[src/rtl/hiscore_pkg.sv]
// Shared types and default widths for the high-score RAM access sequencer.
package hiscore_pkg;

    localparam int HS_ADDR_WIDTH = 12;
    localparam int HS_DATA_WIDTH = 8;
    localparam int HS_CNT_WIDTH  = 4;

    typedef struct packed {
        logic                     write;
        logic [HS_ADDR_WIDTH-1:0] address;
        logic [HS_DATA_WIDTH-1:0] data;
    } hs_req_t;

    typedef enum logic [2:0] {
        IDLE,
        SETTLE,
        ACCESS,
        RDWAIT,
        DONE
    } hs_state_t;

endpackage

[src/rtl/hiscore_access_ctrl_down_counter.sv]
// Loadable down-counter with a zero flag; timebase for the settle and read-wait phases.
module down_counter
    import hiscore_pkg::*;
#(
    parameter int WIDTH = HS_CNT_WIDTH
) (
    input  logic             clk,
    input  logic             reset_n,
    input  logic             load,
    input  logic [WIDTH-1:0] load_value,
    input  logic             decrement,
    output logic             zero
);

    logic [WIDTH-1:0] count;

    always_ff @(posedge clk or negedge reset_n) begin
        if (!reset_n) begin
            count <= '0;
        end else if (load) begin
            count <= load_value;
        end else if (decrement && (count != '0)) begin
            count <= count - WIDTH'(1);
        end
    end

    assign zero = (count == '0);

endmodule

[src/rtl/hiscore_access_ctrl.sv]
// Pauses the core, takes the hs RAM port and performs one-byte host reads/writes,
// with back-to-back requests accepted in DONE so a burst settles only once.
//
// state  | meaning
// IDLE   | core running, port released, ready for a request
// SETTLE | core paused, address driven, waiting SETTLE_CYCLES
// ACCESS | write strobe (write) or read-wait counter load (read)
// RDWAIT | waiting READ_LATENCY cycles for hs_data_out; responds on the last one
// DONE   | write response; accepts a burst continuation or releases the core
module hiscore_access_ctrl
    import hiscore_pkg::*;
#(
    parameter int ADDR_WIDTH    = HS_ADDR_WIDTH,
    parameter int SETTLE_CYCLES = 4,
    parameter int READ_LATENCY  = 2
) (
    input  logic                  clk,
    input  logic                  reset_n,
    input  logic                  req_valid,
    output logic                  req_ready,
    input  logic                  req_write,
    input  logic [ADDR_WIDTH-1:0] req_address,
    input  logic [7:0]            req_wr_data,
    output logic                  rsp_valid,
    output logic [7:0]            rsp_rd_data,
    input  logic                  user_pause,
    output logic                  core_pause,
    output logic [ADDR_WIDTH-1:0] hs_address,
    output logic [7:0]            hs_data_in,
    input  logic [7:0]            hs_data_out,
    output logic                  hs_write_enable,
    output logic                  hs_access_write,
    output logic                  busy
);

    localparam logic [HS_CNT_WIDTH-1:0] SETTLE_LOAD = HS_CNT_WIDTH'(SETTLE_CYCLES - 1);
    localparam logic [HS_CNT_WIDTH-1:0] RDWAIT_LOAD = HS_CNT_WIDTH'(READ_LATENCY - 1);

    hs_state_t               state;
    hs_state_t               state_next;
    hs_req_t                 req_q;
    logic [7:0]              rd_data_q;
    logic                    req_ready_q;
    logic                    accept;
    logic                    fsm_pause;
    logic                    rd_done;
    logic                    cnt_load;
    logic [HS_CNT_WIDTH-1:0] cnt_load_value;
    logic                    cnt_dec;
    logic                    cnt_zero;

    assign accept = req_valid && req_ready_q;

    always_ff @(posedge clk or negedge reset_n) begin
        if (!reset_n) begin
            state <= IDLE;
        end else begin
            state <= state_next;
        end
    end

    always_comb begin
        state_next = state;
        unique case (state)
            IDLE:    if (accept) state_next = SETTLE;
            SETTLE:  if (cnt_zero) state_next = ACCESS;
            ACCESS:  state_next = req_q.write ? DONE : RDWAIT;
            RDWAIT:  if (cnt_zero) state_next = DONE;
            DONE:    state_next = accept ? ACCESS : IDLE;
            default: state_next = IDLE;
        endcase
    end

    always_comb begin
        fsm_pause       = 1'b0;
        hs_access_write = 1'b0;
        hs_write_enable = 1'b0;
        rd_done         = 1'b0;
        rsp_valid       = 1'b0;
        cnt_load        = 1'b0;
        cnt_load_value  = SETTLE_LOAD;
        cnt_dec         = 1'b0;
        unique case (state)
            IDLE: begin
                cnt_load = accept;
            end
            SETTLE: begin
                fsm_pause       = 1'b1;
                hs_access_write = 1'b1;
                cnt_dec         = 1'b1;
            end
            ACCESS: begin
                fsm_pause       = 1'b1;
                hs_access_write = 1'b1;
                hs_write_enable = req_q.write;
                cnt_load        = !req_q.write;
                cnt_load_value  = RDWAIT_LOAD;
            end
            RDWAIT: begin
                fsm_pause       = 1'b1;
                hs_access_write = 1'b1;
                cnt_dec         = 1'b1;
                rd_done         = cnt_zero;
                rsp_valid       = cnt_zero;
            end
            DONE: begin
                fsm_pause       = 1'b1;
                hs_access_write = 1'b1;
                rsp_valid       = req_q.write;
            end
            default: begin
                fsm_pause = 1'b0;
            end
        endcase
    end

    // Request fields are only sampled on accept, so the hs port stays stable for the whole access.
    always_ff @(posedge clk or negedge reset_n) begin
        if (!reset_n) begin
            req_q       <= '0;
            rd_data_q   <= '0;
            req_ready_q <= 1'b0;
        end else begin
            req_ready_q <= (state_next == IDLE) || (state_next == DONE);
            if (accept) begin
                req_q.write   <= req_write;
                req_q.address <= HS_ADDR_WIDTH'(req_address);
                req_q.data    <= req_wr_data;
            end
            if (rd_done) begin
                rd_data_q <= hs_data_out;
            end
        end
    end

    down_counter #(
        .WIDTH(HS_CNT_WIDTH)
    ) u_phase_counter (
        .clk       (clk),
        .reset_n   (reset_n),
        .load      (cnt_load),
        .load_value(cnt_load_value),
        .decrement (cnt_dec),
        .zero      (cnt_zero)
    );

    // Read data is forwarded in the completing cycle and then held by rd_data_q.
    assign rsp_rd_data = rd_done ? hs_data_out : rd_data_q;
    assign req_ready   = req_ready_q;
    assign core_pause  = user_pause | fsm_pause;
    assign busy        = (state != IDLE);
    assign hs_address  = hs_access_write ? ADDR_WIDTH'(req_q.address) : '0;
    assign hs_data_in  = (hs_access_write && req_q.write) ? req_q.data : '0;

endmodule
[config.mk]
export PLATFORM = sky130hd
export DESIGN_NAME = hiscore_access_ctrl
export DESIGN_NICKNAME = d
export VERILOG_FILES = /design/src/rtl/hiscore_pkg.sv /design/src/rtl/hiscore_access_ctrl_down_counter.sv /design/src/rtl/hiscore_access_ctrl.sv
export SDC_FILE = /design/constraint.sdc
export NUM_CORES = 1
export LEC_CHECK = 0
export CORE_ASPECT_RATIO = 0.5
export CORE_MARGIN = 8
export CORE_UTILIZATION = 47
export DETAILED_ROUTE_END_ITERATION = 10
export GPL_TIMING_DRIVEN = 0
export PLACE_DENSITY = 0.9
export SETUP_SLACK_MARGIN = 0.02
export SYNTH_ARGS = -nofsm -noshare
export SYNTH_HDL_FRONTEND = slang
export SYNTH_SLANG_ARGS = --single-unit
[constraint.sdc]
create_clock -name clk -period 5.4 [get_ports clk]
set_input_delay 1.08 -clock clk [delete_from_list [all_inputs] [get_ports clk]]
set_output_delay 1.08 -clock clk [all_outputs]
set_load 0.1 [all_outputs]
# Word-level counts from Yosys, hierarchy flattened
# Cells that the tools add are included.
op_classes:
  addsub: 1
  eq_ne: 5
  muxes: 18
  n_bitwise: 1
  reduce_logical: 13
op_table:
  columns: ["op", "count"]
  rows:
  - ["$mux W8", 2]
  - ["$pmux W3 S5", 1]
  - ["$mux W12", 1]
  - ["$mux W3", 4]
  - ["$mux W4", 2]
  - ["$eq A3 B2 Y1 const B", 2]
  - ["$eq A3 B3 Y1 const B", 2]
  - ["$logic_not A3 Y1", 2]
  - ["$logic_not A4 Y1", 1]
  - ["$mux W1", 4]
  - ["$mux W2", 2]
  - ["$pmux W1 S2", 2]
  - ["$reduce_bool A4 Y1", 1]
  - ["$reduce_or A4 Y1", 1]
  - ["$sub A4 B1 Y4 const B", 1]
  - ["$eq A3 B1 Y1 const B", 1]
  - ["$logic_and A1 B1 Y1", 3]
  - ["$reduce_bool A3 Y1", 1]
  - ["$reduce_bool A2 Y1", 1]
  - ["$reduce_or A2 Y1", 1]
  - ["$logic_not A1 Y1", 1]
  - ["$logic_or A1 B1 Y1", 1]
  - ["$or A1 B1 Y1", 1]
word_totals:
  register_bits: 37
  input_bits: 33
  out_inout_bits: 34
  elab_cells: 45

# Longest topological paths before layout
# Gate-level depths: netlist of run 1.
depth:
  word_depth: 6
  mapped_depth: 6
  depth_no_buf: 5

# Hierarchy
# From an unflattened synthesis of run 1, not the netlist that was laid out.
unflattened:
  hier_cells: 146
  hier_area_um2: 1804.2
by_module_without_submodules:
  columns: ["mod", "instances", "cells_per_inst", "area_each_um2", "seq_area_each_um2"]
  rows:
  - ["hiscore_access_ctrl", 1, 119, 1534.0, 825.8]
  - ["down_counter", 1, 27, 270.3, 100.1]

# Worst setup path before layout of run 1
# OpenSTA, ideal clock, no wires.
synth_path:
  kind: "register to output"
  startpoint: "register state[0]"
  endpoint: "output hs_address[10]"
  arrival_ns: 2.199
  required_ns: 4.320
  path_slack_ns: 2.121
  path_stages_with_launch: 5
  path_buffers: 1
  cell_sequence: "dfrtp_1 -> nor2_1 -> xnor2_1 -> buf_2 -> and2_1"
synth_between:
  elab_chain_len: 4
  word_cells_on_any_way: 7
synth_lines:
  columns: ["item", "line", "rtl"]
  rows:
  - ["start, declared", "hiscore_access_ctrl.sv:39", "hs_state_t state;"]
  - ["start signal, assigned", "hiscore_access_ctrl.sv:58", "state <= state_next;"]
  - ["$eq A3 B2 Y1, or another cell as far along", "hiscore_access_ctrl.sv:83", "unique case (state)"]
  - ["$reduce_or A4 Y1 (no line) *", null, null]
  - ["$mux W1 *", "hiscore_access_ctrl.sv:83", null]
  - ["via hs_access_write", "hiscore_access_ctrl.sv:32", "output logic hs_access_write,"]
  - ["$mux W12 *", "hiscore_access_ctrl.sv:152", "assign hs_address = hs_access_write ? ADDR_WIDTH'(req_q.address) : '0;"]
  - ["end, declared", "hiscore_access_ctrl.sv:28", "output logic [ADDR_WIDTH-1:0] hs_address,"]
# Mark *: on every way through the listed nets, which the timed path passes. The rest lies on a longest branch.

# Final worst setup path of run 1
layout_path:
  startpoint: "register u_phase_counter.count[0]"
  endpoint: "output rsp_rd_data[5]"
layout_between:
  elab_chain_len: 3
layout_lines:
  columns: ["item", "line", "rtl"]
  rows:
  - ["start, declared", "hiscore_access_ctrl_down_counter.sv:15", "logic [WIDTH-1:0] count;"]
  - ["start signal, assigned", "hiscore_access_ctrl_down_counter.sv:21", "count <= load_value;"]
  - ["start signal, assigned", "hiscore_access_ctrl_down_counter.sv:23", "count <= count - WIDTH'(1);"]
  - ["$logic_not A4 Y1", "hiscore_access_ctrl_down_counter.sv:27", "assign zero = (count == '0);"]
  - ["$mux W1", "hiscore_access_ctrl.sv:83", null]
  - ["$mux W8", "hiscore_access_ctrl.sv:148", "assign rsp_rd_data = rd_done ? hs_data_out : rd_data_q;"]
  - ["end, declared", "hiscore_access_ctrl.sv:25", "output logic [7:0] rsp_rd_data,"]
# Every way passes these cells.

==> impl_metrics.csv, run 1 <==
group,metric,value,unit
clocking,postCtsSetupBuffers,0,
hold_path,min_from,"rd_data_q[6]",
route,final_antenna_net_count,0,
clocking,clock_sinks,37,
setup_path,startpoint,"u_phase_counter.count[0]",
floorplan,ios,67,
sta,rsz0062_at_grt,"false",
outcome,outcome,"finished, final reports clean",
sta,finalSetupViolations,0,
logic_synthesis,synth_nets,170,
sta,min_period_over_period,76.6,%
logic_synthesis,yosysWarnings,0,
setup_path,start_kind,"flip-flop",
hold_path,hp-class,"reg2reg",
global_routing,overflow,0,
placement,place_area,0.00245,sq mm
final_layout,drive_gt1_share,24.9,%
route,routed_wl,4.28,mm
global_routing,grt_antenna_before_repair,0,
final_layout,layout_common_cells,"65 x clkdlybuf4s50_1, 37 x dfrtp_1, 29 x mux2_2, 12 x and2_1, 9 x and3_1",
route,post_drt_wl_per_cell,16.5,microns
clocking,cts-resized-gates,0,
setup_path,critPathKind,"reg2out",
logic_synthesis,synth_top_area_share,53.5,%
final_layout,diodes,0,
placement,hpwl,3.24,mm
global_routing,grt_first_pass_wirelength,6.97,mm
logic_synthesis,yosysTopAreaCell,"dfrtp_1",
floorplan,num_rows,15,
logic_synthesis,synth.avg_cell_area,12.7,sq um
final_layout,nets,243,
clocking,clockBufferDepth,2,
sta,finalSetupTns,0,ns
final_layout,fin_cells,260,
sta,max_freq,242,MHz
logic_synthesis,synth_seq_cells,37,
global_routing,grt_usage,15.1,%
final_layout,syn2layout_area_growth,46.6,%
floorplan,core,0.00347,sq mm
clocking,cts_root_buf,"clkbuf_8",
sta,drv_slew,0,
clocking,clk-insertion-delay-late,0.29,ns
floorplan,die_w,102,microns
logic_synthesis,yosys-top-cells-area,"dfrtp_1 54%, mux2_2 19%, and2_1 4.3%",
floorplan,initial_core_util,49.8,%
placement,dp_slack,1.48,ns
setup_path,critPathMaxFanout,10,
setup_path,rr_startpoint,"u_phase_counter.count[0]",
sta,finalHoldViolCount,0,
sta,finalCriticalPeriod,4.14,ns
logic_synthesis,synth_cells,136,
route,vias,1296,
logic_synthesis,ys_seq_area_share,53.5,%
setup_path,worstPathArrival,3.06,ns
route,vias_per_cell,4.98,
setup_path,crit_path_end_kind,"output port",
logic_synthesis,synth_area,0.00173,sq mm
route,drt_first_pass_iters,4,
logic_synthesis,synth_cell_types,33,
route,route.detailed.drc,0,
clocking,htreeDepth,2,
floorplan,dieHeight,58.9,microns
global_routing,grt_pass1_vias,1381,
final_layout,layout_commonest_cell,"clkdlybuf4s50_1",
placement,place_inst,253,
setup_path,worst_ep_required_time,4.32,ns
sta,skew,0.00661,ns
floorplan,die-area,0.00599,sq mm
placement,portBuffers,66,
route,drtIter0Drc,42,
flow_run,max_cap_viol_count,0,
placement,routabilityCongestion,0.753,
clocking,cts_tree,"built",
final_layout,stdcell_area,0.00253,sq mm
clocking,cts_hold_buf,0,
clocking,cts_buffers,5,
sta,worst_pin_slew,1.00,ns
clocking,clk_pin_slew,0.07,ns
sta,worst_slack,1.26,ns
global_routing,grt_max_degree,38,
sta,slew_headroom,33.1,%
[state kept, by name, summed over array words and instances, names as in the netlist]
register / flops
u_phase_counter.count: 4
req_q: 21
req_ready: 1
state: 3
rd_data_q: 8
[layout make-up]
cell class / instances / area [sq um]
Sequential cell: 37 / 926
Multi-Input combinational cell: 87 / 731
Tap cell: 51 / 63.8
Inverter: 4 / 15.0
Clock buffer: 7 / 86.3
Fill cell: 242 / 937
Timing Repair Buffer: 66 / 656
Buffer: 8 / 57.6
[logic make-up (layout without fill, tap and decap cells)]
logic type	count (synthesis)	count (layout)	share of synthesized area [%]
flops	37	37	53.5
compound gates	13	13	4.92
fa+ha+maj	1	1	0.723
simple gates	42	42	16.7
xor+xnor	2	2	1.01
buf+inv	12	85	4.20
mux	29	29	18.9
[synth_stat cells]
library cell / instances
o211ai_1: 2
a21oi_1: 2
clkbuf_2: 1
dfrtp_1: 37
buf_2: 3
xnor2_1: 2
o31a_2: 1
nand2_1: 2
nor3b_4: 1
or4b_2: 1
or2_2: 1
and2b_1: 1
and2_1: 12
or4_1: 2
or3_1: 1
mux2_2: 29
a31o_2: 1
and4bb_2: 1
o221ai_1: 1
nand3_1: 2
ha_1: 1
nand2b_4: 1
or2_1: 1
and3_1: 9
o21ai_0: 5
buf_6: 3
inv_1: 4
nor2_1: 3
or3_2: 2
and3b_1: 1
and4_1: 1
clkbuf_1: 1
o21a_1: 1
[worst max-delay path, stage by stage, from the launching register on]
cell and delay [ns]:
dfrtp_1 0.41, inv_1 0.07, ha_1 0.16, nor3b_4 0.38, and4_1 0.27, buf_6 0.15
mux2_2 0.35, clkdlybuf4s50_1 0.98
[metrics by stage]
stage | hold slack [ns] | util, %
3_5_place_dp | 0.483 | 70.5
2_1_floorplan | 0.470 | -
6_report | 0.495 | 73.0
5_1_grt | 0.509 | 73.0
4_1_cts | 0.500 | 73.0
3_3_place_gp | 0.478 | 70.7
[worst paths after layout]
path	slack, ns	depth (start not counted)	endpoint
max	1.26	7	rsp_rd_data[5]
min	0.50	1	rd_data_q[6]
max reg2reg	3.49	6	rd_data_q[1]
min reg2reg	0.50	1	rd_data_q[6]
max in group asynchronous	3.99	1	req_q[1]
min in group asynchronous	0.89	1	req_ready
[layer usage]
| metal | share of wire [%] | up-vias | GRT usage, % |
|---|---|---|---|
| met1 | 39 | 647 | 16.3 |
| met2 | 55 | 22 | 26.9 |
| li1 | - | 621 | - |
| met5 | 0 | - | 0 |
| met3 | 4.2 | 6 | 4.94 |
| met4 | 1.5 | 0 | 6.08 |
Power of run 1 is not shown: default switching activity piles up to over one toggle a cycle in this logic, so the estimate is an artifact.
==> inputs of run 2 (changes only) <==
--- a/config.mk
+++ b/config.mk
@@ -7,10 +7,10 @@
 export LEC_CHECK = 0
 export CORE_ASPECT_RATIO = 0.5
 export CORE_MARGIN = 8
-export CORE_UTILIZATION = 47
+export CORE_UTILIZATION = 43
 export DETAILED_ROUTE_END_ITERATION = 10
 export GPL_TIMING_DRIVEN = 0
-export PLACE_DENSITY = 0.9
+export PLACE_DENSITY = 0.84
 export SETUP_SLACK_MARGIN = 0.02
 export SYNTH_ARGS = -nofsm -noshare
 export SYNTH_HDL_FRONTEND = slang
==> constraint.sdc (replaced) <==
create_clock -name clk -period 4.2 [get_ports clk]
set_input_delay 0.84 -clock clk [delete_from_list [all_inputs] [get_ports clk]]
set_output_delay 0.84 -clock clk [all_outputs]
set_load 0.1 [all_outputs]
==> run 2 against run 1 <==
Net effect: sequential cell count is the same; routed wire length shrank 0.86%; clock skew shrank 0.0035 ns; core utilization shrank 7.6 points; worst hold slack gained 0.00094 ns; design area grew 0.15%; register-to-register slack lost 1.2 ns; cell count grew 1.2%.
==> impl_metrics.csv, run 2 (synthesis results as in run 1) <==
group,metric,value,unit
final_layout,nFillCells,307,
clocking,htreeDepth,2,
floorplan,num_rows,16,
placement,routabilityCongestion,0.745,
clocking,cts-resized-gates,0,
final_layout,nets,243,
final_layout,regArea,926,sq um
setup_path,worst_ep_required_time,3.36,ns
final_layout,drive_gt1_share,24.9,%
sta,finalHoldViolCount,0,
setup_path,startpoint,"u_phase_counter.count[0]",
setup_path,start_kind,"flip-flop",
placement,place_area,0.00245,sq mm
global_routing,grt_usage,13.3,%
clocking,clk_pin_slew,0.07,ns
final_layout,utilization,65.4,%
clocking,cts_hold_buf,0,
hold_path,hp-class,"reg2reg",
floorplan,die_w,106,microns
floorplan,core,0.00388,sq mm
final_layout,top_register,"req_q",
floorplan,die-area,0.00643,sq mm
sta,rsz0062_at_grt,"false",
final_layout,multiInputGateArea,731,sq um
final_layout,diodes,0,
sta,finalCriticalPeriod,3.88,ns
final_layout,layout_common_cells,"65 x clkdlybuf4s50_1, 37 x dfrtp_1, 29 x mux2_2, 12 x and2_1, 9 x and3_1",
setup_path,critPathKind,"reg2out",
setup_path,reg2reg_depth,6,
placement,hpwl,3.26,mm
clocking,postCtsSetupBuffers,0,
setup_path,r2r_setup_slack,2.30,ns
sta,max_freq,258,MHz
route,route.detailed.drc,0,
global_routing,grt_first_pass_wirelength,6.82,mm
placement,portBuffers,66,
sta,finalSetupViolations,0,
outcome,outcome,"finished, final reports clean",
final_layout,syn2layout_area_growth,46.8,%
route,vias_per_cell,4.98,
clocking,cts_root_buf,"clkbuf_8",
route,routed_wl,4.25,mm
final_layout,layout_commonest_cell,"clkdlybuf4s50_1",
floorplan,dieHeight,60.8,microns
final_layout,fin_cells,263,
route,drt_first_pass_iters,4,
flow_run,max_cap_viol_count,0,
route,final_antenna_net_count,0,
global_routing,overflow,0,
sta,min_period_over_period,92.4,%
setup_path,cp-endpoint,"rsp_rd_data[2]",
hold_path,worstHoldPathCells,1,
clocking,cts_tree,"built",
route,drtIter0Drc,18,
setup_path,worst_r2r_endpoint,"rd_data_q[2]",
setup_path,critPathMaxFanout,10,
setup_path,worstPathArrival,3.04,ns
global_routing,grt_max_degree,38,
final_layout,reg.largest.list,"req_q (21), rd_data_q (8), u_phase_counter.count (4)",
clocking,cts_buffers,5,
sta,slew_headroom,30.4,%
sta,drv_slew,0,
setup_path,crit_path_end_kind,"output port",
floorplan,ios,67,
global_routing,grt_antenna_before_repair,0,
final_layout,largest_reg_flops,21,
placement,place_inst,256,
route,vias,1309,
clocking,clockBufferDepth,2,
clocking,clock_sinks,37,
sta,skew,0.00312,ns
sta,finalSetupTns,0,ns
sta,worst_pin_slew,1.04,ns
floorplan,initial_core_util,44.5,%
clocking,clk-insertion-delay-late,0.28,ns
setup_path,rr_startpoint,"u_phase_counter.count[0]",
final_layout,stdcell_area,0.00254,sq mm
global_routing,grt_pass1_vias,1395,
route,post_drt_wl_per_cell,16.1,microns
==> run 2: cell counts in the layout (fill, tap and decap cells not counted) <==
No cell type changed its count.
==> run 2: routing by layer <==
layer	vias to the layer above	part of all wire, %	global-route usage [%]
met5	-	0	0
met2	25	54	25.8
met4	0	2.0	6.14
met3	7	3.3	3.39
li1	621	-	-
met1	656	40	13.7
==> run 2: layout make-up <==
| type | instances | share of cell area, % |
|---|---|---|
| multi-input cells | 87 | 28.8 |
| inverters | 4 | 0.591 |
| plain buffers | 8 | 2.27 |
| well taps | 54 | 2.66 |
| flip-flops and latches | 37 | 36.5 |
| repair buffers | 66 | 25.8 |
| clock buffers | 7 | 3.40 |
==> run 2: how the worst min path moves through the flow <==
| stage | from | end | slack (ns) |
|---|---|---|---|
| after floorplan | req_q[18] | req_q[18] | 0.47 |
| after global placement | req_q[8] | req_q[8] | 0.48 |
| after detailed placement | rd_data_q[4] | rd_data_q[4] | 0.48 |
| after CTS | rd_data_q[4] | rd_data_q[4] | 0.50 |
| after global routing | rd_data_q[3] | rd_data_q[3] | 0.52 |
| final | rd_data_q[4] | rd_data_q[4] | 0.50 |
==> run 2: critical path, stage by stage (launching register included) <==
cell and delay, ns:
dfrtp_1 0.40, inv_1 0.07, ha_1 0.16, nor3b_4 0.38
and4_1 0.27, buf_6 0.15, mux2_2 0.35, clkdlybuf4s50_1 0.98
==> run 2: metrics by stage <==
stage               worst slack, ns  hold WS, ns
floorplan                      1.16        0.470
global placement              0.671        0.478
detailed placement            0.618        0.483
CTS                           0.300        0.499
global route                  0.133        0.515
finish                        0.318        0.496
Power of run 2 is left out for the same reason.
